**src/rtl/uart_apb_master_arb_if.sv**
```systemverilog
// Bundle of requester-side and APB-side signals for the UART APB master arbiter.
// The master modport is the arbiter's view and the slave modport is the view from the requesters and the APB slave.
interface uart_apb_master_arb_if #(
    parameter int ADDR_W = 32,
    parameter int DATA_W = 32
);
    logic [1:0]        req;
    logic [1:0]        req_write;
    logic [ADDR_W-1:0] req_addr0;
    logic [ADDR_W-1:0] req_addr1;
    logic [DATA_W-1:0] req_wdata0;
    logic [DATA_W-1:0] req_wdata1;
    logic [1:0]        done;
    logic [DATA_W-1:0] rsp_rdata;
    logic              rsp_err;
    logic [ADDR_W-1:0] Paddr;
    logic              Psel;
    logic              Penable;
    logic              Pwrite;
    logic [DATA_W-1:0] Pwdata;
    logic [DATA_W-1:0] Prdata;
    logic              Pready;
    logic              Pslverr;

    modport master (
        input  req, req_write, req_addr0, req_addr1, req_wdata0, req_wdata1,
        input  Prdata, Pready, Pslverr,
        output done, rsp_rdata, rsp_err,
        output Paddr, Psel, Penable, Pwrite, Pwdata
    );

    modport slave (
        output req, req_write, req_addr0, req_addr1, req_wdata0, req_wdata1,
        output Prdata, Pready, Pslverr,
        input  done, rsp_rdata, rsp_err,
        input  Paddr, Psel, Penable, Pwrite, Pwdata
    );
endinterface

```
**src/rtl/uart_apb_master_arb.sv**
```systemverilog
// Round-robin APB master that shares the UART APB slave port between a config requester (0) and a data requester (1).
// It also bounds each ACCESS phase with a wait-state timeout.
module uart_apb_master_arb #(
    parameter int ADDR_W  = 32,
    parameter int DATA_W  = 32,
    parameter int TIMEOUT = 16
) (
    input logic                   clk,
    input logic                   Preset,
    uart_apb_master_arb_if.master bus
);
    localparam int CW = $clog2(TIMEOUT);
    localparam logic [CW-1:0] WAIT_MAX = CW'(TIMEOUT - 1);

    typedef enum logic [1:0] {IDLE, SETUP, ACCESS} state_t;

    state_t            state_q, state_d;
    logic [CW-1:0]     wait_q, wait_d;
    logic              owner_q, owner_d;
    logic              last_q, last_d;
    logic [ADDR_W-1:0] paddr_q, paddr_d;
    logic [DATA_W-1:0] pwdata_q, pwdata_d;
    logic              pwrite_q, pwrite_d;
    logic [1:0]        done_q, done_d;
    logic [DATA_W-1:0] rdata_q, rdata_d;
    logic              err_q, err_d;
    logic              gnt;

    // The last-grant pointer resets to 1 so that requester 0 wins the first tie.
    always_ff @(posedge clk) begin
        if (Preset) begin
            state_q  <= IDLE;
            wait_q   <= '0;
            owner_q  <= 1'b0;
            last_q   <= 1'b1;
            paddr_q  <= '0;
            pwdata_q <= '0;
            pwrite_q <= 1'b0;
            done_q   <= '0;
            rdata_q  <= '0;
            err_q    <= 1'b0;
        end else begin
            state_q  <= state_d;
            wait_q   <= wait_d;
            owner_q  <= owner_d;
            last_q   <= last_d;
            paddr_q  <= paddr_d;
            pwdata_q <= pwdata_d;
            pwrite_q <= pwrite_d;
            done_q   <= done_d;
            rdata_q  <= rdata_d;
            err_q    <= err_d;
        end
    end

    always_comb begin
        state_d  = state_q;
        wait_d   = wait_q;
        owner_d  = owner_q;
        last_d   = last_q;
        paddr_d  = paddr_q;
        pwdata_d = pwdata_q;
        pwrite_d = pwrite_q;
        done_d   = '0;
        rdata_d  = '0;
        err_d    = 1'b0;

        if (bus.req == 2'b11) begin
            gnt = ~last_q;
        end else begin
            gnt = ~bus.req[0];
        end

        case (state_q)
            IDLE: begin
                if (|bus.req) begin
                    state_d  = SETUP;
                    owner_d  = gnt;
                    last_d   = gnt;
                    paddr_d  = gnt ? bus.req_addr1 : bus.req_addr0;
                    pwdata_d = gnt ? bus.req_wdata1 : bus.req_wdata0;
                    pwrite_d = bus.req_write[gnt];
                end
            end
            SETUP: begin
                wait_d  = '0;
                state_d = ACCESS;
            end
            ACCESS: begin
                if (bus.Pready) begin
                    state_d         = IDLE;
                    done_d[owner_q] = 1'b1;
                    err_d           = bus.Pslverr;
                    rdata_d         = pwrite_q ? '0 : bus.Prdata;
                end else if (wait_q == WAIT_MAX) begin
                    state_d         = IDLE;
                    done_d[owner_q] = 1'b1;
                    err_d           = 1'b1;
                end else begin
                    wait_d = wait_q + CW'(1);
                end
            end
            default: state_d = IDLE;
        endcase
    end

    assign bus.Psel      = (state_q == SETUP) || (state_q == ACCESS);
    assign bus.Penable   = (state_q == ACCESS);
    assign bus.Paddr     = paddr_q;
    assign bus.Pwdata    = pwdata_q;
    assign bus.Pwrite    = pwrite_q;
    assign bus.done      = done_q;
    assign bus.rsp_rdata = rdata_q;
    assign bus.rsp_err   = err_q;
endmodule

```
**src/flat_wrapper.sv**
```systemverilog
// flat-port wrapper written by rule: the top's interface ports become plain ports
module uart_apb_master_arb_flat 
#(
    parameter int ADDR_W  = 32,
    parameter int DATA_W  = 32,
    parameter int TIMEOUT = 16
)
  (clk, Preset, bus_req, bus_req_write, bus_req_addr0, bus_req_addr1, bus_req_wdata0, bus_req_wdata1, bus_Prdata, bus_Pready, bus_Pslverr, bus_done, bus_rsp_rdata, bus_rsp_err, bus_Paddr, bus_Psel, bus_Penable, bus_Pwrite, bus_Pwdata);
  uart_apb_master_arb_if #(.ADDR_W(ADDR_W), .DATA_W(DATA_W)) bus_i ();
  input logic clk;
  input logic Preset;
  input wire logic [$bits(bus_i.req)-1:0] bus_req;
  input wire logic [$bits(bus_i.req_write)-1:0] bus_req_write;
  input wire logic [$bits(bus_i.req_addr0)-1:0] bus_req_addr0;
  input wire logic [$bits(bus_i.req_addr1)-1:0] bus_req_addr1;
  input wire logic [$bits(bus_i.req_wdata0)-1:0] bus_req_wdata0;
  input wire logic [$bits(bus_i.req_wdata1)-1:0] bus_req_wdata1;
  input wire logic [$bits(bus_i.Prdata)-1:0] bus_Prdata;
  input wire logic [$bits(bus_i.Pready)-1:0] bus_Pready;
  input wire logic [$bits(bus_i.Pslverr)-1:0] bus_Pslverr;
  output wire logic [$bits(bus_i.done)-1:0] bus_done;
  output wire logic [$bits(bus_i.rsp_rdata)-1:0] bus_rsp_rdata;
  output wire logic [$bits(bus_i.rsp_err)-1:0] bus_rsp_err;
  output wire logic [$bits(bus_i.Paddr)-1:0] bus_Paddr;
  output wire logic [$bits(bus_i.Psel)-1:0] bus_Psel;
  output wire logic [$bits(bus_i.Penable)-1:0] bus_Penable;
  output wire logic [$bits(bus_i.Pwrite)-1:0] bus_Pwrite;
  output wire logic [$bits(bus_i.Pwdata)-1:0] bus_Pwdata;
  assign bus_i.req = bus_req;
  assign bus_i.req_write = bus_req_write;
  assign bus_i.req_addr0 = bus_req_addr0;
  assign bus_i.req_addr1 = bus_req_addr1;
  assign bus_i.req_wdata0 = bus_req_wdata0;
  assign bus_i.req_wdata1 = bus_req_wdata1;
  assign bus_i.Prdata = bus_Prdata;
  assign bus_i.Pready = bus_Pready;
  assign bus_i.Pslverr = bus_Pslverr;
  assign bus_done = bus_i.done;
  assign bus_rsp_rdata = bus_i.rsp_rdata;
  assign bus_rsp_err = bus_i.rsp_err;
  assign bus_Paddr = bus_i.Paddr;
  assign bus_Psel = bus_i.Psel;
  assign bus_Penable = bus_i.Penable;
  assign bus_Pwrite = bus_i.Pwrite;
  assign bus_Pwdata = bus_i.Pwdata;
  uart_apb_master_arb #(.ADDR_W(ADDR_W), .DATA_W(DATA_W), .TIMEOUT(TIMEOUT)) u_core (.clk(clk), .Preset(Preset), .bus(bus_i));
endmodule
```
**config.mk**
```make
export PLATFORM = sky130hd
export DESIGN_NAME = uart_apb_master_arb_flat
export DESIGN_NICKNAME = d
export VERILOG_FILES = /design/src/rtl/uart_apb_master_arb_if.sv /design/src/rtl/uart_apb_master_arb.sv /design/src/flat_wrapper.sv
export SDC_FILE = /design/constraint.sdc
export NUM_CORES = 1
export LEC_CHECK = 0
export ABC_AREA = 1
export BUFFER_PORTS_ARGS = -buffer_cell sky130_fd_sc_hd__buf_2
export CORE_ASPECT_RATIO = 0.9
export CORE_MARGIN = 2
export CORE_UTILIZATION = 40
export DETAILED_ROUTE_END_ITERATION = 10
export GPL_TIMING_DRIVEN = 1
export PLACE_DENSITY = 0.73
export RECOVER_POWER = 100
export SLEW_MARGIN = 20
export SYNTH_ARGS = -nofsm -noshare
export SYNTH_HDL_FRONTEND = slang
export SYNTH_SLANG_ARGS = --single-unit
```
**constraint.sdc**
```tcl
create_clock -name clk -period 1.7 [get_ports clk]
set_input_delay 0 -clock clk [delete_from_list [all_inputs] [get_ports clk]]
set_output_delay 0 -clock clk [all_outputs]
set_load 0.005 [all_outputs]
```
==> flow_metrics.py, run 1 <==
metrics = {
    "worst_setup_path": {
        "cp-end-kind": "flop",
        "r2r_start": "u_core.state_q[1]",
        "cp_data_required_time_ns": 1.93,
        "r2r_cells": 6,
        "crit_arrival_ns": 1.80,
        "worstSetupStartpointType": "flop",
        "crit_fanout": 6,
        "r2r_slack_ns": 0.14,
        "worstReg2RegEnd": "u_core.wait_q[3]",
        "timing_worst_setup_path_type": "flop to flop",
    },
    "yosys": {
        "ys_ff_latch": 108,
        "ys.flop_type": "dfxtp_1",
        "async_flop_share": 0,
        "yosys_warnings": 0,
        "avgSynthCellArea_um2": 6.48,
        "synth_seq_area_share": 0.452,
        "postSynthCellCount": 738,
        "netlist_area_um2": 4780,
        "yosys.cell_types.count": 17,
        "synth_edf_count": 0,
        "synth_nets": 911,
    },
    "finish": {
        "stdcell_count": 1312,
        "design_area_um2": 8080,
        "num-fill-cells": 863,
        "final_nets": 1324,
        "seq_area_um2": 2160,
        "drive_gt1_frac": 0.188,
        "multiInputGateArea_um2": 1980,
        "diodes": 0,
        "synthToLayoutAreaGrowth_pct": 68.9,
    },
    "placed_design": {
        "hpwl_um": 9630,
        "dp_cells": 1132,
        "portBuffers": 269,
        "place_area_um2": 6220,
        "place.gp.congestion": 0.828,
    },
    "floorplanning": {
        "floorplan.die_area_um2": 12900,
        "start_util": 0.415,
        "die_w_um": 119,
        "ios": 270,
        "die_h_um": 108,
        "core_region_area_um2": 11500,
        "placementRows": 37,
    },
    "grt": {
        "antenna_found_initial": 0,
        "grt_usage": 0.285,
        "gr-total-overflow": 0,
        "grt_pass1_vias": 6060,
        "grt_pass1_wl_um": 29300,
        "grt_max_degree": 81,
    },
    "sta": {
        "rsz0062_at_grt": "no",
        "fmax_mhz": 639,
        "relSlewSlack": 0.658,
        "min_period_over_period": 0.920,
        "worst_pin_slew_ns": 0.512,
        "drv_slew": 0,
        "setup_viol": 0,
        "layout_min_cycle_time_ns": 1.56,
        "final.setup_skew_ns": 0.00729,
        "holdWs_ns": 0.0314,
        "hold_viol": 0,
        "fin_tns_setup_ns": 0,
    },
    "pwr": {
        "peakVddDrop_mv": 0.675,
        "cellLeakagePower_nw": 4.42,
        "finalPower_mw": 7.09,
        "power_density_nw_per_um2": 877,
    },
    "clocking": {
        "cts_buffers": 9,
        "cts_tree": "built",
        "cts_max_level": 3,
        "cts_sinks": 108,
        "cts_buffer_depth": 2,
        "worstSkewPairLatency_ns": 0.35,
        "root_buffer": "clkbuf_16",
        "holdBufCountCts": 164,
        "clkSlewWorstSetupHoldPaths_ns": 0.07,
        "ctsResizeCount": 0,
        "post_cts_buffers": 0,
    },
    "detailed_routing": {
        "drt-wirelength-per-cell_um": 14.2,
        "num_vias": 6111,
        "drc_errors": 0,
        "drt_iter0_markers": 456,
        "wl_um": 18600,
        "drt_first_pass_iters": 5,
        "ant_nets": 0,
        "viasPerCell": 4.66,
    },
    "min_path": {
        "hold_path_end": "u_core.owner_q",
        "hp-start": "bus_req[1]",
        "holdPathStages": 4,
        "holdCritPathClass": "primary input to flop",
    },
    "run_status": {
        "outcome": "finished, final reports clean",
    },
    "run": {
        "drv_cap": 0,
    },
}
## cells in the final DEF, fill, tap and decap left out, types with 2 or more instances in the layout
master           n
nand2_1        213
buf_2          189
nor2_1         171
dlygate4sd3_1  164
inv_1          111
dfxtp_1        108
clkbuf_1        80
nand3_1         76
clkbuf_16        9
a21oi_1          6
ha_1             5
nand4_1          3
buf_12           3
bufinv_16        2
inv_6            2
clkbuf_4         2
buf_4            2
## per-stage QoR
step                      utilization  setup WS [ns]
after floorplan                     -          0.325
final                           0.701          0.136
after global placement          0.539          0.216
after global routing            0.701        0.00405
after detailed placement        0.539          0.205
after CTS                       0.710          0.193
## worst max-delay path by stage
| stage | from | end | slack (ns) | depth (start not counted) |
|---|---|---|---|---|
| CTS | u_core.state_q[1] | u_core.wait_q[1] | 0.19 | 7 |
| global placement | u_core.state_q[1] | u_core.wait_q[3] | 0.22 | 6 |
| finish | u_core.state_q[1] | u_core.wait_q[3] | 0.14 | 6 |
| global route | u_core.state_q[0] | u_core.bus.Paddr[10] | 0.004 | 9 |
| floorplan | u_core.state_q[1] | u_core.wait_q[3] | 0.33 | 6 |
| detailed placement | u_core.state_q[1] | u_core.wait_q[3] | 0.21 | 6 |
## state kept, by name, indices dropped and copies added (netlist names)
name,count
u_core.wait_q,4
u_core.state_q,2
u_core.bus.Pwrite,1
u_core.bus.Pwdata,32
u_core.bus.rsp_err,1
u_core.bus.Paddr,32
u_core.last_q,1
u_core.owner_q,1
u_core.bus.rsp_rdata,32
u_core.bus.done,2
## power by group
part / internal (mW) / switching (mW) / total [mW] / leakage (nW)
clock network: 1.31 / 0.977 / 2.29 / 0.159
logic: 0.861 / 1.01 / 1.87 / 3.37
registers: 2.78 / 0.145 / 2.93 / 0.888
## logic make-up after synthesis
group,Yosys count,share of synthesized area
AND/OR/NAND/NOR,465,0.387
flip-flops,108,0.452
AO/OA/AOI/OAI,9,0.0110
buffers and inverters,151,0.137
adder cells (fa/ha/maj),5,0.0131
## critical path, stage by stage, from the launching register on
cell and delay [ns]:
dfxtp_1 0.38, inv_1 0.08, ha_1 0.29, inv_1 0.04, a21oi_1 0.34, and2_0 0.25, a21oi_1 0.08
## area by class of cell
class                      instances  area share
clock buffer                       9      0.0279
clock inverter                     7      0.0130
inverter                         112      0.0523
multi-input combinational        479       0.245
sequential                       108       0.268
tap                              156      0.0242
timing repair buffer             441       0.370
## cells in the mapped netlist, types with 3 or more instances
cell type | instances | area share
dfxtp_1 | 108 | 0.45
buf_6 | 3 | 0.0071
nand4_1 | 3 | 0.0039
buf_4 | 12 | 0.019
ha_1 | 5 | 0.013
nor2_1 | 172 | 0.13
a21oi_1 | 6 | 0.0063
nand3_1 | 76 | 0.080
clkbuf_1 | 5 | 0.0039
inv_1 | 111 | 0.087
buf_2 | 17 | 0.018
nand2_1 | 213 | 0.17
## per-layer routing
layer / global-route usage / wire, um / part of all wire
met5: 0 / 0 / 0
met2: 0.523 / 9440 / 0.51
met1: 0.302 / 6810 / 0.37
met4: 0.123 / 560 / 0.030
met3: 0.0879 / 1770 / 0.095
Note: power is estimated with default switching activity, not from simulation.
==> run 2: changes to the inputs <==
- CORE_ASPECT_RATIO: 0.9 -> 0.5
- CTS_BUF_LIST: not set -> sky130_fd_sc_hd__clkbuf_4 sky130_fd_sc_hd__clkbuf_8
- CTS_CLUSTER_DIAMETER: not set -> 30
==> run 2 against run 1 <==
Net effect: clock power is 30% lower; worst hold slack better by 0.0021 ns; utilization decreased by 1.3 points; combinational power about the same; sequential cell count is the same; total power down 9.2%; maximum frequency increased by 1.9%; worst setup slack gained 0.029 ns; clock-buffer cell count up 1; via count grew 1.1%; global-route usage decreased by 3.5 points; critical path type unchanged; largest cell class unchanged; largest power group unchanged; highest routed layer unchanged.
==> flow_metrics.py, run 2 (synthesis gave the netlist of run 1 again) <==
metrics = {
    "detailed_routing": {
        "num_vias": 6178,
        "drt_iter0_markers": 332,
        "viasPerCell": 4.64,
        "highest_layer": "met4",
        "drt-wirelength-per-cell_um": 13.2,
        "wl_um": 17600,
        "ant_nets": 0,
        "drt_first_pass_iters": 5,
        "wl_met2_um": 8630,
        "wl_met1_um": 6560,
        "met3_length_um": 1220,
        "drc_errors": 0,
    },
    "floorplanning": {
        "placementRows": 28,
        "die_h_um": 81.3,
        "ios": 270,
        "floorplan.die_area_um2": 12900,
        "core_region_area_um2": 11700,
        "start_util": 0.408,
        "die_w_um": 159,
    },
    "pwr": {
        "sequentialPowerShare": 0.455,
        "cellLeakagePower_nw": 4.39,
        "power_density_nw_per_um2": 797,
        "peakVddDrop_mv": 0.603,
        "comb_power_share": 0.296,
        "p_clk_frac": 0.249,
        "finalPower_mw": 6.43,
        "p_sw_mw": 2.13,
        "p_int_mw": 4.31,
        "switching_share": 0.330,
    },
    "worst_setup_path": {
        "worstReg2RegEnd": "u_core.bus.Paddr[9]",
        "crit_fanout": 46,
        "cp_data_required_time_ns": 1.98,
        "cp_top_family": "buffers and inverters",
        "path_common_cell": "inv_1",
        "r2r_cells": 8,
        "cp-end-kind": "flop",
        "r2r_start": "u_core.state_q[0]",
        "cp_slowest_cell": "dfxtp_1",
        "worstSetupStartpointType": "flop",
        "path_cells": "inv_1 > ha_1 > o21ai_2 > inv_4 > buf_6 > nand3_1 > nand2_1 > inv_1",
        "crit_buf_inv": 4,
        "timing_worst_setup_path_type": "flop to flop",
        "crit_arrival_ns": 1.81,
        "r2r_slack_ns": 0.16,
        "cpPeakStageDelay_ns": 0.34,
    },
    "min_path": {
        "hp-start": "Preset",
        "holdCritPathClass": "primary input to flop",
        "holdPathStages": 3,
        "hold_path_end": "u_core.last_q",
    },
    "sta": {
        "setup_viol": 0,
        "fin_tns_setup_ns": 0,
        "layout_min_cycle_time_ns": 1.54,
        "min_period_over_period": 0.903,
        "final.setup_skew_ns": 0.0210,
        "worst_pin_slew_ns": 0.393,
        "rsz0062_at_grt": "no",
        "fmax_mhz": 651,
        "relSlewSlack": 0.738,
        "drv_slew": 0,
        "hold_viol": 0,
    },
    "finish": {
        "synthToLayoutAreaGrowth_pct": 68.8,
        "layout_common_cells": "213 x nand2_1, 181 x buf_2, 171 x nor2_1",
        "drive_gt1_frac": 0.188,
        "final_common_cell": "nand2_1",
        "num-fill-cells": 936,
        "final_nets": 1334,
        "final_util": 0.688,
    },
    "run": {
        "drv_cap": 0,
    },
    "clocking": {
        "post_cts_buffers": 0,
        "root_buffer": "clkbuf_8",
        "cts_tree": "built",
        "cts_buffers": 9,
        "cts_buffer_depth": 2,
        "clkSlewWorstSetupHoldPaths_ns": 0.11,
        "cts_max_level": 3,
        "cts_sinks": 108,
        "worstSkewPairLatency_ns": 0.39,
    },
    "grt": {
        "gr-total-overflow": 0,
        "grt_max_degree": 61,
        "grt_pass1_vias": 5910,
        "grt_usage": 0.250,
        "antenna_found_initial": 0,
        "grt_pass1_wl_um": 25500,
    },
    "placed_design": {
        "hpwl_um": 9700,
        "place.gp.congestion": 0.816,
        "portBuffers": 269,
    },
    "run_status": {
        "outcome": "finished, final reports clean",
    },
}
-- run 2: cell count changes in the layout (fill, tap and decap cells not counted), sizes merged --
cell and delta:
clkinvlp -1, clkbuf +9, dlygate4sd3 +1, inv +1, bufinv -2, diode +1, buf +1, clkinv +1
-- run 2: cell type report --
| class | instances | area (um^2) | share of cell area |
|---|---|---|---|
| timing repair buffer | 451 | 3090 | 0.383 |
| inverter | 112 | 423 | 0.0524 |
| sequential | 108 | 2160 | 0.268 |
| clock buffer | 10 | 138 | 0.0170 |
| clock inverter | 6 | 65.1 | 0.00806 |
| antenna | 1 | 2.50 | 0.000310 |
| multi-input combinational | 479 | 1980 | 0.245 |
| tap | 165 | 206 | 0.0256 |
-- run 2: worst max-delay path by stage --
stage	start	end	slack (ns)	cells after the start
after floorplan	u_core.state_q[1]	u_core.wait_q[3]	0.33	6
after global placement	u_core.state_q[0]	u_core.bus.Paddr[28]	0.22	9
after detailed placement	u_core.state_q[1]	u_core.wait_q[0]	0.19	7
after CTS	u_core.state_q[1]	u_core.bus.Paddr[31]	0.17	9
after global routing	u_core.state_q[0]	u_core.wait_q[0]	0.02	6
final	u_core.state_q[0]	u_core.bus.Paddr[9]	0.16	8
-- run 2: metal layers --
| metal | GRT usage | vias up |
|---|---|---|
| met1 | 0.238 | 2730 |
| li1 | - | 3018 |
| met3 | 0.0635 | 114 |
| met4 | 0.185 | 0 |
| met5 | 0 | - |
| met2 | 0.478 | 316 |
-- run 2: worst min-delay path, cell delays in order --
cell and delay (ns):
buf_2 0.13, inv_1 0.14, nand3_1 0.12
-- run 2: what timing repair did --
item / 4_1_cts / 5_1_grt
gates resized for setup: 0 / 3
hold buffers: 165 / 0
endpoints found under the hold margin: 100 / 0
setup endpoints to repair: 0 / 5
-- run 2: power by group through the flow --
stage | clock [mW] | combinational, mW | sequential [mW]
detailed placement | 0 | 1.58 | 2.97
floorplan | 0 | 0.925 | 2.99
global route | 1.75 | 2.11 | 2.96
finish | 1.60 | 1.90 | 2.93
global placement | 0 | 1.55 | 2.96
CTS | 1.64 | 1.88 | 2.92
-- run 2: metrics by stage --
step                      worst slack (ns)  area, um^2  std cells  hold slack [ns]
after global routing                0.0220        8070       1331           0.0631
after global placement               0.220        6320       1149            0.211
final                                0.165        8070       1332           0.0335
after detailed placement             0.192        6320       1149            0.221
after CTS                            0.170        8180       1330          0.00737
after floorplan                      0.325        4780        738            0.112
